## src/rtl/vedic_mul8_seq_ctrl.sv

```systemverilog
`default_nettype none
// ============================================================================
// Module   : vedic_mul8_seq_ctrl
// Purpose  : 8x8 unsigned multiplier built from one shared 4x4 Vedic core,
//            one nibble partial product per cycle, valid/ready on both sides.
// Revision : 1.0  initial release
// ============================================================================

module vedic_2bit_mul (
  input  logic [1:0] a,
  input  logic [1:0] b,
  output logic [3:0] p
);
  logic c1;

  // Urdhva-Tiryagbhyam: vertical and crosswise products with one carry
  assign p[0] = a[0] & b[0];
  assign p[1] = (a[1] & b[0]) ^ (a[0] & b[1]);
  assign c1   = (a[1] & b[0]) & (a[0] & b[1]);
  assign p[2] = (a[1] & b[1]) ^ c1;
  assign p[3] = (a[1] & b[1]) & c1;
endmodule

module vedic_4bit_mul (
  input  logic [3:0] a,
  input  logic [3:0] b,
  output logic [7:0] p
);
  logic [3:0] w_q0, w_q1, w_q2, w_q3;

  vedic_2bit_mul u_ll (.a(a[1:0]), .b(b[1:0]), .p(w_q0));
  vedic_2bit_mul u_hl (.a(a[3:2]), .b(b[1:0]), .p(w_q1));
  vedic_2bit_mul u_lh (.a(a[1:0]), .b(b[3:2]), .p(w_q2));
  vedic_2bit_mul u_hh (.a(a[3:2]), .b(b[3:2]), .p(w_q3));

  assign p = {4'b0000, w_q0}
           + {2'b00, w_q1, 2'b00}
           + {2'b00, w_q2, 2'b00}
           + {w_q3, 4'b0000};
endmodule

module vedic_mul8_seq_ctrl #(
  parameter int CNT_W = 16
) (
  input  logic             clk,
  input  logic             rst,
  input  logic             in_valid,
  output logic             in_ready,
  input  logic [7:0]       a,
  input  logic [7:0]       b,
  output logic             out_valid,
  input  logic             out_ready,
  output logic [15:0]      product,
  output logic             busy,
  output logic [CNT_W-1:0] op_count
);
  typedef enum logic [1:0] {
    S_IDLE = 2'd0,
    S_CALC = 2'd1,
    S_DONE = 2'd2
  } state_t;

  state_t           r_state;
  state_t           w_next;
  logic [1:0]       r_phase;
  logic [15:0]      r_acc;
  logic [7:0]       r_a;
  logic [7:0]       r_b;
  logic [CNT_W-1:0] r_cnt;

  logic [3:0]  w_mul_a;
  logic [3:0]  w_mul_b;
  logic [7:0]  w_pp;
  logic [15:0] w_pp_shifted;

  // Nibble selection and weight for the partial product of this phase
  always_comb begin
    w_mul_a      = r_a[3:0];
    w_mul_b      = r_b[3:0];
    w_pp_shifted = {8'h00, w_pp};
    case (r_phase)
      2'd0: begin
        w_mul_a      = r_a[3:0];
        w_mul_b      = r_b[3:0];
        w_pp_shifted = {8'h00, w_pp};
      end
      2'd1: begin
        w_mul_a      = r_a[3:0];
        w_mul_b      = r_b[7:4];
        w_pp_shifted = {4'h0, w_pp, 4'h0};
      end
      2'd2: begin
        w_mul_a      = r_a[7:4];
        w_mul_b      = r_b[3:0];
        w_pp_shifted = {4'h0, w_pp, 4'h0};
      end
      default: begin
        w_mul_a      = r_a[7:4];
        w_mul_b      = r_b[7:4];
        w_pp_shifted = {w_pp, 8'h00};
      end
    endcase
  end

  vedic_4bit_mul u_core (.a(w_mul_a), .b(w_mul_b), .p(w_pp));

  always_ff @(posedge clk or posedge rst) begin
    if (rst) begin
      r_state <= S_IDLE;
    end else begin
      r_state <= w_next;
    end
  end

  always_comb begin
    w_next = r_state;
    case (r_state)
      S_IDLE:  if (in_valid)          w_next = S_CALC;
      S_CALC:  if (r_phase == 2'd3)   w_next = S_DONE;
      S_DONE:  if (out_ready)         w_next = S_IDLE;
      default:                        w_next = S_IDLE;
    endcase
  end

  always_ff @(posedge clk or posedge rst) begin
    if (rst) begin
      r_phase <= 2'd0;
      r_acc   <= 16'h0000;
      r_a     <= 8'h00;
      r_b     <= 8'h00;
      r_cnt   <= '0;
    end else begin
      case (r_state)
        S_IDLE: begin
          if (in_valid) begin
            r_a     <= a;
            r_b     <= b;
            r_acc   <= 16'h0000;
            r_phase <= 2'd0;
          end
        end
        S_CALC: begin
          r_acc   <= r_acc + w_pp_shifted;
          r_phase <= r_phase + 2'd1;
        end
        S_DONE: begin
          if (out_ready) begin
            r_cnt <= r_cnt + CNT_W'(1);
          end
        end
        default: begin
          r_phase <= 2'd0;
        end
      endcase
    end
  end

  // All outputs decode from registered state only
  assign in_ready  = (r_state == S_IDLE);
  assign out_valid = (r_state == S_DONE);
  assign busy      = (r_state != S_IDLE);
  assign product   = out_valid ? r_acc : 16'h0000;
  assign op_count  = r_cnt;

endmodule

`default_nettype wire

```

## config.mk

```make
export PLATFORM = sky130hd
export DESIGN_NAME = vedic_mul8_seq_ctrl
export DESIGN_NICKNAME = d
export VERILOG_FILES = /design/src/rtl/vedic_mul8_seq_ctrl.sv
export SDC_FILE = /design/constraint.sdc
export NUM_CORES = 1
export LEC_CHECK = 0
export ABC_AREA = 1
export CORE_ASPECT_RATIO = 1.25
export CORE_UTILIZATION = 40
export DETAILED_ROUTE_END_ITERATION = 16
export PLACE_DENSITY = 0.71
export SYNTH_ARGS = -nofsm -noshare
export SYNTH_HDL_FRONTEND = slang
export SYNTH_SLANG_ARGS = --single-unit
```

## constraint.sdc

```tcl
create_clock -name clk -period 5.1 [get_ports clk]
set_clock_uncertainty 0.2 [all_clocks]
set_input_delay 1.02 -clock clk [delete_from_list [all_inputs] [get_ports clk]]
set_output_delay 1.02 -clock clk [all_outputs]
set_load 0.01 [all_outputs]
```

==> metrics.md, run 1 <==
| Metric | Value |
|---|---|
| Final ANT Viol Nets | 0 |
| Achievable Freq | 192.5 MHz |
| Worst Setup End Kind | flip-flop |
| Layout cell share with drive strength beyond 1 | 24.57% |
| Syn Inst Count | 544 |
| WL final | 10.51 mm |
| Critical Path Slowest Stage Cell | fa_1 |
| Post-Syn Area per Cell | 7.215 sq um |
| Die ar. | 0.01022 sq mm |
| Startpoint Class | flip-flop |
| Area Growth Syn to Fin | 42.27% |
| Fin. max-slew vios | 0 |
| Setup CP Type | reg -> reg |
| Port Buffers | 54 |
| Worst-Margin Slew | 0.6845 ns |
| Final net count | 708 |
| Placed cells | 751 |
| Largest net degree at the start of global routing | 53 |
| Slew margin rel. | 54.36% |
| Commonest non-fill, non-tap cell in the layout | nand2_1 |
| Status | finished with violations |
| TritonCTS Sinks | 52 |
| Ys Warns | 0 |
| Non-filler instance count after layout | 773 |
| Starting density of the core | 41.06% |
| Setup Viol. Count Final | 2 |
| Tot GR Track Use | 20.02% |
| Mapped Area | 0.003925 sq mm |
| Most frequent cell on the critical path | nand2_1 |
| Cell row count | 40 |
| Max VDD drop | 0.4178 mV |
| Vias/cell | 5.097 |
| Residual DRC | 0 |
| Tmin final | 5.195 ns |
| Worst Setup SP | r_phase[1] |
| Max-cap check violation count | 0 |
| Filler Cell Count | 812 |
| Synth unique cells | 29 |
| Pleak | 2.728 nW |
| Most frequent cells in the layout | nand2_1 (125), inv_1 (80), nor2_1 (57), clkdlybuf4s50_1 (54), dfrtp_1 (51) |
| Minimum hold slack | 0.2751 ns |
| HP Class | reg -> reg |
| Final Hold Fails | 0 |
| Period utilisation layout | 101.9% |
| Clock Pin Slew Worst Setup and Hold Paths | 0.07 ns |
| Number of placed I/O pins | 55 |
| CP top delay family | adder cells |
| Initial antenna violation count | 0 |
| CTS Buffer Depth | 2 |
| First-pass GRT wire length | 16.62 mm |
| CTS Buf Count | 5 |
| DR pass1 iterations | 5 |
| Worst-Skew Late Latency | 0.30 ns |
| CP required | 5.15 ns |
| Final worst setup slack | -0.09492 ns |
| Vias | 3940 |
| Final Power | 0.004534 W |
| Pwr/cell area | 812.0 mW/mm^2 |
| Failing checks | setup timing |
| CP arrival | 5.24 ns |
| Routed length per instance | 13.60 microns |
| CTS tree | yes |
| Bufs and invs on worst path | 6 |
| Overflow after GRT | 0 |
| Die width | 90.60 microns |
| Post-synthesis sequential area ratio | 33.15% |
| Reg2reg start | r_phase[1] |
| 1st-iter DRT viols | 239 |
| GP Congestion | 0.9578 |
| RSZ-0062 raised after global routing | yes |
| HP Start | r_a[7] |
| Synthesized flop and latch total | 52 |
| Vias in the first global route | 3816 |
| Die H | 112.8 microns |
| Htree depth | 2 |
| Syn_nets | 606 |
| Crit-path max cell delay | 0.54 ns |
| Crit-path max FO | 6 |
| Core Box Area | 0.009559 sq mm |
| Root Buffer | clkbuf_16 |
| Final HPWL DP | 6.981 mm |
| Antenna diodes | 0 |
## Yosys cell counts, drive strengths merged
| library cell | count | share of area, % |
|---|---|---|
| xor2 | 12 | 2.7 |
| o21bai | 1 | 0.19 |
| nand3 | 31 | 4.0 |
| xnor2 | 9 | 2.0 |
| nand2 | 153 | 15 |
| ha | 36 | 11 |
| a21oi | 15 | 1.9 |
| or2 | 2 | 0.32 |
| and2 | 2 | 0.32 |
| o21ai | 38 | 4.8 |
| dfrtp | 52 | 33 |
| nor2 | 69 | 7.8 |
| o21a | 1 | 0.19 |
| nand4 | 1 | 0.54 |
| nand3b | 3 | 0.57 |
| o22ai | 11 | 1.8 |
| fa | 6 | 3.1 |
| inv | 92 | 8.8 |
| a21o | 1 | 0.19 |
| nor3 | 4 | 0.64 |
| buf | 5 | 0.61 |
## metrics by stage
step / area [sq um] / TNS, ns / util [%] / setup slack [ns]
final: 5584 / -0.1037 / 58.42 / -0.09492
after floorplan: 3930 / 0 / - / 0.001471
after detailed placement: 4845 / -3.736 / 50.68 / -0.4413
after global placement: 4845 / -2.383 / 50.68 / -0.3030
after CTS: 5196 / 0 / 54.36 / 0.006227
after global routing: 5584 / -1.990 / 58.42 / -0.3221
## final cells by class
cell class / instances / area, sq um / area share (%)
clock inverters: 2 / 38.79 / 0.6946
flip-flops and latches: 52 / 1303 / 23.33
clock buffers: 6 / 128.9 / 2.308
inverters: 92 / 347.8 / 6.229
multi-input cells: 395 / 2719 / 48.69
well taps: 126 / 157.7 / 2.823
repair buffers: 100 / 889.6 / 15.93
## power breakdown
group	leakage (nW)	internal, W	switching (W)
clock	0.0815	0.000234	0.000167
combinational	1.99	0.00158	0.00186
sequential	0.660	0.000573	0.000121
## flip-flops by register name (all words and copies together), names as in the netlist
signal / count
r_a: 8
r_acc: 16
r_phase: 2
op_count: 16
r_state: 2
r_b: 8
## worst min-delay path: stages (launching register included)
cell     delay (ns)
dfrtp_1        0.34
nand2_1        0.05
nand2_1        0.05
## layer usage
layer	vias up	track usage [%]	routed length [microns]
met5	-	0	0
met4	0	7.527	438
met3	42	3.495	537
met2	139	36.26	5370
met1	1852	23.50	4163
li1	1907	-	-
## final timing paths
path,endpoint,slack [ns],cells after the start
worst max-delay path,r_acc[15],-0.09,31
min in group asynchronous,r_a[1],1.03,3
worst min-delay path,r_a[7],0.28,2
worst max register to register,r_acc[15],-0.09,31
max in group asynchronous,r_phase[1],3.19,3
worst min register to register,r_a[7],0.28,2
## kinds of logic (layout without fill, tap and decap cells)
group           after synthesis  in the layout  synth area share (%)
buf+inv                      97            200                 9.404
fa+ha+maj                    42             42                 14.54
xor+xnor                     21             21                 4.686
compound gates               67             67                 9.085
simple gates                265            265                 29.14
flops                        52             52                 33.15
## what timing repair did
action / in CTS / in global routing
pin swaps: 28 / 43
gates resized for setup: 40 / 74
endpoints found under the hold margin: 0 / 0
hold buffers: 0 / 0
endpoints found under the setup margin: 11 / 11
buffers inserted: 6 / 8
Note: power is estimated with default switching activity, not from simulation.
==> run 2, diff against run 1 <==
--- a/config.mk
+++ b/config.mk
@@ -9,7 +9,9 @@
 export CORE_ASPECT_RATIO = 1.25
 export CORE_UTILIZATION = 40
 export DETAILED_ROUTE_END_ITERATION = 16
-export PLACE_DENSITY = 0.71
+export GPL_TIMING_DRIVEN = 0
+export HOLD_SLACK_MARGIN = 0.05
+export PLACE_DENSITY = 0.68
 export SYNTH_ARGS = -nofsm -noshare
 export SYNTH_HDL_FRONTEND = slang
 export SYNTH_SLANG_ARGS = --single-unit
==> run 2 against run 1 <==
  * The run still ends with setup timing left
  * Die area stayed put
  * Non-clock buffer count fell by 16
  * Routed wire length fell by 1.6%
  * Critical path depth down 4
  * Utilization fell by 1.4 points
  * Highest routed layer unchanged
  * Via count fell by 4.0%
  * Maximum frequency is 0.11% lower
  * Register-to-register slack hardly changed
==> metrics.md, run 2 (synthesis results as in run 1) <==
| Metric | Value |
|---|---|
| Status | finished with violations |
| Failing checks | setup timing |
| Most frequent cells in the layout | nand2_1 (132), inv_1 (80), clkdlybuf4s50_1 (54), nor2_1 (53), dfrtp_1 (51) |
| Commonest non-fill, non-tap cell in the layout | nand2_1 |
| Overflow after GRT | 0 |
| GP Congestion | 0.8687 |
| Final Hold Fails | 0 |
| Root Buffer | clkbuf_16 |
| Vias/cell | 4.999 |
| Layout cell share with drive strength beyond 1 | 21.39% |
| Largest net degree at the start of global routing | 32 |
| Period utilisation layout | 102.0% |
| Die ar. | 0.01022 sq mm |
| DR pass1 iterations | 5 |
| CP arrival | 5.19 ns |
| Fin. max-slew vios | 0 |
| Clock Pin Slew Worst Setup and Hold Paths | 0.08 ns |
| Worst Setup End Kind | flip-flop |
| Final ANT Viol Nets | 0 |
| WL final | 10.35 mm |
| CP top delay family | adder cells |
| Setup Viol. Count Final | 9 |
| Worst-Skew Late Latency | 0.30 ns |
| Worst-Margin Slew | 0.6155 ns |
| Initial antenna violation count | 0 |
| Max-cap check violation count | 0 |
| 1st-iter DRT viols | 249 |
| Routed length per instance | 13.67 microns |
| TNS Setup | -0.5628 ns |
| Minimum hold slack | 0.2778 ns |
| Non-filler instance count after layout | 757 |
| Bufs and invs on worst path | 5 |
| Final worst setup slack | -0.1004 ns |
| CTS Buf Count | 5 |
| Die width | 90.60 microns |
| Most frequent cell on the critical path | ha_4 |
| RSZ-0062 raised after global routing | yes |
| Port Buffers | 54 |
| Final HPWL DP | 7.195 mm |
| Filler Cell Count | 818 |
| HP Class | reg -> reg |
| Critical Path Slowest Stage Cell | fa_1 |
| Achievable Freq | 192.3 MHz |
| Placed cells | 725 |
| Area Growth Syn to Fin | 38.79% |
| Vias | 3784 |
| Htree depth | 2 |
| CTS tree | yes |
| Die H | 112.8 microns |
| Setup CP Type | reg -> reg |
| TritonCTS Sinks | 52 |
| Final net count | 692 |
| Residual DRC | 0 |
| Vias in the first global route | 3734 |
| Starting density of the core | 41.06% |
| Crit-path max FO | 5 |
| Antenna diodes | 0 |
| CP required | 5.09 ns |
| Crit-path max cell delay | 0.56 ns |
| Core Box Area | 0.009559 sq mm |
| Tmin final | 5.200 ns |
| First-pass GRT wire length | 16.09 mm |
| Tot GR Track Use | 19.39% |
| Slew margin rel. | 58.82% |
| Cell row count | 40 |
| CTS Buffer Depth | 2 |
| Number of placed I/O pins | 55 |
| Startpoint Class | flip-flop |
run 2: cell types whose count changed in the layout (fill, tap and decap cells not counted), sizes merged:
cell,change
buf,-16
clkinv,+2
bufinv,-1
clkbuf,-1
run 2: repair_timing:
| action | 4_1_cts | 5_1_grt |
|---|---|---|
| setup endpoints to repair | 12 | 12 |
| pin swaps | 18 | 35 |
| cloned | 0 | 0 |
| resized for setup | 47 | 60 |
| setup buffers | 14 | 10 |
| hold buffers | 0 | 0 |
run 2: final timing paths:
| kind | startpoint | to | slack (ns) | cells past startpoint |
|---|---|---|---|---|
| min in group asynchronous | rst | r_b[0] | 0.86 | 2 |
| worst max register to register | r_phase[1] | r_acc[11] | -0.10 | 27 |
| max in group asynchronous | rst | r_acc[7] | 3.30 | 3 |
| worst min-delay path | r_b[4] | r_b[4] | 0.28 | 2 |
| worst min register to register | r_b[4] | r_b[4] | 0.28 | 2 |
| worst max-delay path | r_phase[1] | r_acc[11] | -0.10 | 27 |
run 2: final cells by class:
type / count / area (sq um) / area share (%)
plain buffers: 5 / 23.77 / 0.4364
clock buffers: 5 / 125.1 / 2.297
clock inverters: 3 / 22.52 / 0.4134
inverters: 92 / 350.3 / 6.431
multi-input cells: 395 / 2718 / 49.89
flip-flops and latches: 52 / 1303 / 23.91
well taps: 126 / 157.7 / 2.894
repair buffers: 79 / 748.2 / 13.73
run 2: per-stage QoR:
stage               util [%]  setup WS, ns  area [sq um]
global route           56.99       -0.3125          5448
floorplan                  -      0.001471          3930
finish                 56.99       -0.1004          5448
CTS                    53.15     -0.009986          5081
detailed placement     48.63       -0.6856          4648
global placement       48.42       -0.5479          4628
run 2: per-layer routing:
metal  global-route usage [%]  wire length, microns
met1                    22.23                  4217
met4                    7.742                   247
met2                    35.71                  5532
met3                    3.159                   348
met5                        0                     0
run 2: tightest hold or removal path, cell delays in order (launching register included):
cell and delay (ns):
dfrtp_1 0.34, nand2_1 0.05, nand2_1 0.05
Power of run 2 is not shown: default switching activity piles up to over one toggle a cycle in this logic, so the estimate is an artifact.
==> run 3, diff against run 2 <==
--- a/config.mk
+++ b/config.mk
@@ -7,11 +7,13 @@
 export LEC_CHECK = 0
 export ABC_AREA = 1
 export CORE_ASPECT_RATIO = 1.25
+export CORE_MARGIN = 2
 export CORE_UTILIZATION = 40
 export DETAILED_ROUTE_END_ITERATION = 16
 export GPL_TIMING_DRIVEN = 0
 export HOLD_SLACK_MARGIN = 0.05
 export PLACE_DENSITY = 0.68
+export SKIP_CTS_REPAIR_TIMING = 1
 export SYNTH_ARGS = -nofsm -noshare
 export SYNTH_HDL_FRONTEND = slang
 export SYNTH_SLANG_ARGS = --single-unit
==> run 3 against run 2 <==
  * The run still ends with setup timing left
  * Via count shrank 2.5%
  * Sequential cell count is the same
  * Critical path depth grew 4
  * Maximum frequency grew 0.26%
  * Critical endpoint is now r_acc[15]
  * Non-clock buffer count shrank 11
  * Cell area grew 0.69%
  * Die area grew 4.0%
  * Worst setup slack gained 0.013 ns
  * Final cell count shrank 1.5%
  * First-iteration DRC count shrank 25%
  * Sequential share of layout area shrank 0.19 points
  * Utilization grew 0.39 points
==> metrics.md, run 3 (synthesis results as in run 1) <==
| Metric | Value |
|---|---|
| Final Hold Fails | 0 |
| Residual DRC | 0 |
| GP Congestion | 0.8488 |
| Worst flop-to-flop path endpoint | r_acc[15] |
| Placement Cell Area | 0.004648 sq mm |
| Achievable Freq | 192.8 MHz |
| Antenna diodes | 0 |
| Final HPWL DP | 7.094 mm |
| Reg2reg start | r_phase[0] |
| Starting density of the core | 41.06% |
| Final ANT Viol Nets | 0 |
| Area Growth Syn to Fin | 39.75% |
| Routed length per instance | 13.55 microns |
| R2R depth | 31 |
| CTS tree | yes |
| Worst-Margin Slew | 0.6379 ns |
| CTS Buf Count | 5 |
| CTS Buffer Depth | 2 |
| Clock Pin Slew Worst Setup and Hold Paths | 0.08 ns |
| HP Class | reg -> reg |
| Final worst setup slack | -0.08697 ns |
| Crit-path max FO | 7 |
| Status | finished with violations |
| Worst-Skew Late Latency | 0.30 ns |
| Flop2flop setup slack | -0.09 ns |
| DR pass1 iterations | 6 |
| Failing checks | setup timing |
| Period utilisation layout | 101.7% |
| Die H | 114.8 microns |
| WL final | 10.11 mm |
| CP required | 5.10 ns |
| Fin. max-slew vios | 0 |
| Filler Cell Count | 808 |
| Layout cell share with drive strength beyond 1 | 23.06% |
| Vias/cell | 4.946 |
| Overflow after GRT | 0 |
| Worst Setup SP | r_phase[0] |
| Dpl ws | -0.6289 ns |
| Hold endpoint | r_a[4] |
| Vias in the first global route | 3642 |
| Core Box Area | 0.009559 sq mm |
| Htree depth | 2 |
| Final net count | 681 |
| Max-cap check violation count | 0 |
| Vias | 3690 |
| Commonest non-fill, non-tap cell in the layout | nand2_1 |
| Root Buffer | clkbuf_16 |
| HP Start | r_a[4] |
| 1st-iter DRT viols | 186 |
| Initial antenna violation count | 0 |
| Critical Path Slowest Stage Cell | fa_2 |
| Startpoint Class | flip-flop |
| RSZ-0062 raised after global routing | yes |
| Worst Setup End Kind | flip-flop |
| Largest net degree at the start of global routing | 40 |
| Die ar. | 0.01063 sq mm |
| Post-route cell area | 0.005485 sq mm |
| Most frequent cell on the critical path | nand2_2 |
| Number of placed I/O pins | 55 |
| Slew margin rel. | 57.32% |
| Met1 usage | 21.82% |
| Crit-path max cell delay | 0.51 ns |
| Global route hottest layer | met2 |
| TritonCTS Sinks | 52 |
| Tmin final | 5.187 ns |
| Cell row count | 40 |
| Met2 Usage GRT | 33.53% |
| Die width | 92.60 microns |
| Port Buffers | 54 |
| Setup Viol. Count Final | 5 |
| Setup CP Type | reg -> reg |
| Hold Path Cell Cnt | 2 |
| CP arrival | 5.19 ns |
| Tot GR Track Use | 18.21% |
| Met3 Usage GRT | 3.014% |
| First-pass GRT wire length | 15.68 mm |
| Most frequent cells in the layout | nand2_1 (123), inv_1 (80), clkdlybuf4s50_1 (54), dfrtp_1 (52), nor2_1 (49) |
-- run 3: changes by cell type in the layout (fill, tap and decap cells not counted), sizes merged --
cell and change:
bufinv +1, clkbuf +1, clkinv -2, buf -11
-- run 3: critical path: cells and delay by family, from the launching register on --
family	cells	cell delay [ns]
simple gates	14	1.23
flops	1	0.41
compound gates	2	0.21
buf+inv	6	0.38
fa+ha+maj	9	2.63
-- run 3: metrics by stage --
stage                     util, %  cells  TNS (ns)  hold slack (ns)
final                       57.38    746   -0.1558           0.2737
after global routing        57.38    746    -2.386           0.3025
after CTS                   50.38    733    -6.196           0.2759
after detailed placement    48.63    725    -5.878           0.2586
after global placement      48.42    724    -5.121           0.2535
after floorplan                 -    544         0           0.2367
-- run 3: worst max path at each step --
stage | end | slack, ns | cells after the start
CTS | r_acc[15] | -0.65 | 28
detailed placement | r_acc[15] | -0.63 | 28
global placement | r_acc[13] | -0.55 | 29
finish | r_acc[15] | -0.09 | 31
global route | r_acc[15] | -0.32 | 31
floorplan | r_acc[13] | 0.001 | 30
-- run 3: cell type report --
type	count	area, sq um	share of cell area, %
multi-input cells	395	2821	51.44
flip-flops and latches	52	1301	23.72
repair buffers	68	665.6	12.14
inverters	92	347.8	6.341
well taps	126	157.7	2.874
clock buffers	6	128.9	2.349
clock inverters	2	38.79	0.7071
plain buffers	5	23.77	0.4334
-- run 3: routing by layer --
metal  up-vias  wire length, microns
met5         -                     0
met1      1765                  4367
met4         0                   233
met2        56                  5210
li1       1850                     -
met3        19                   297
Power of run 3 is left out for the same reason.
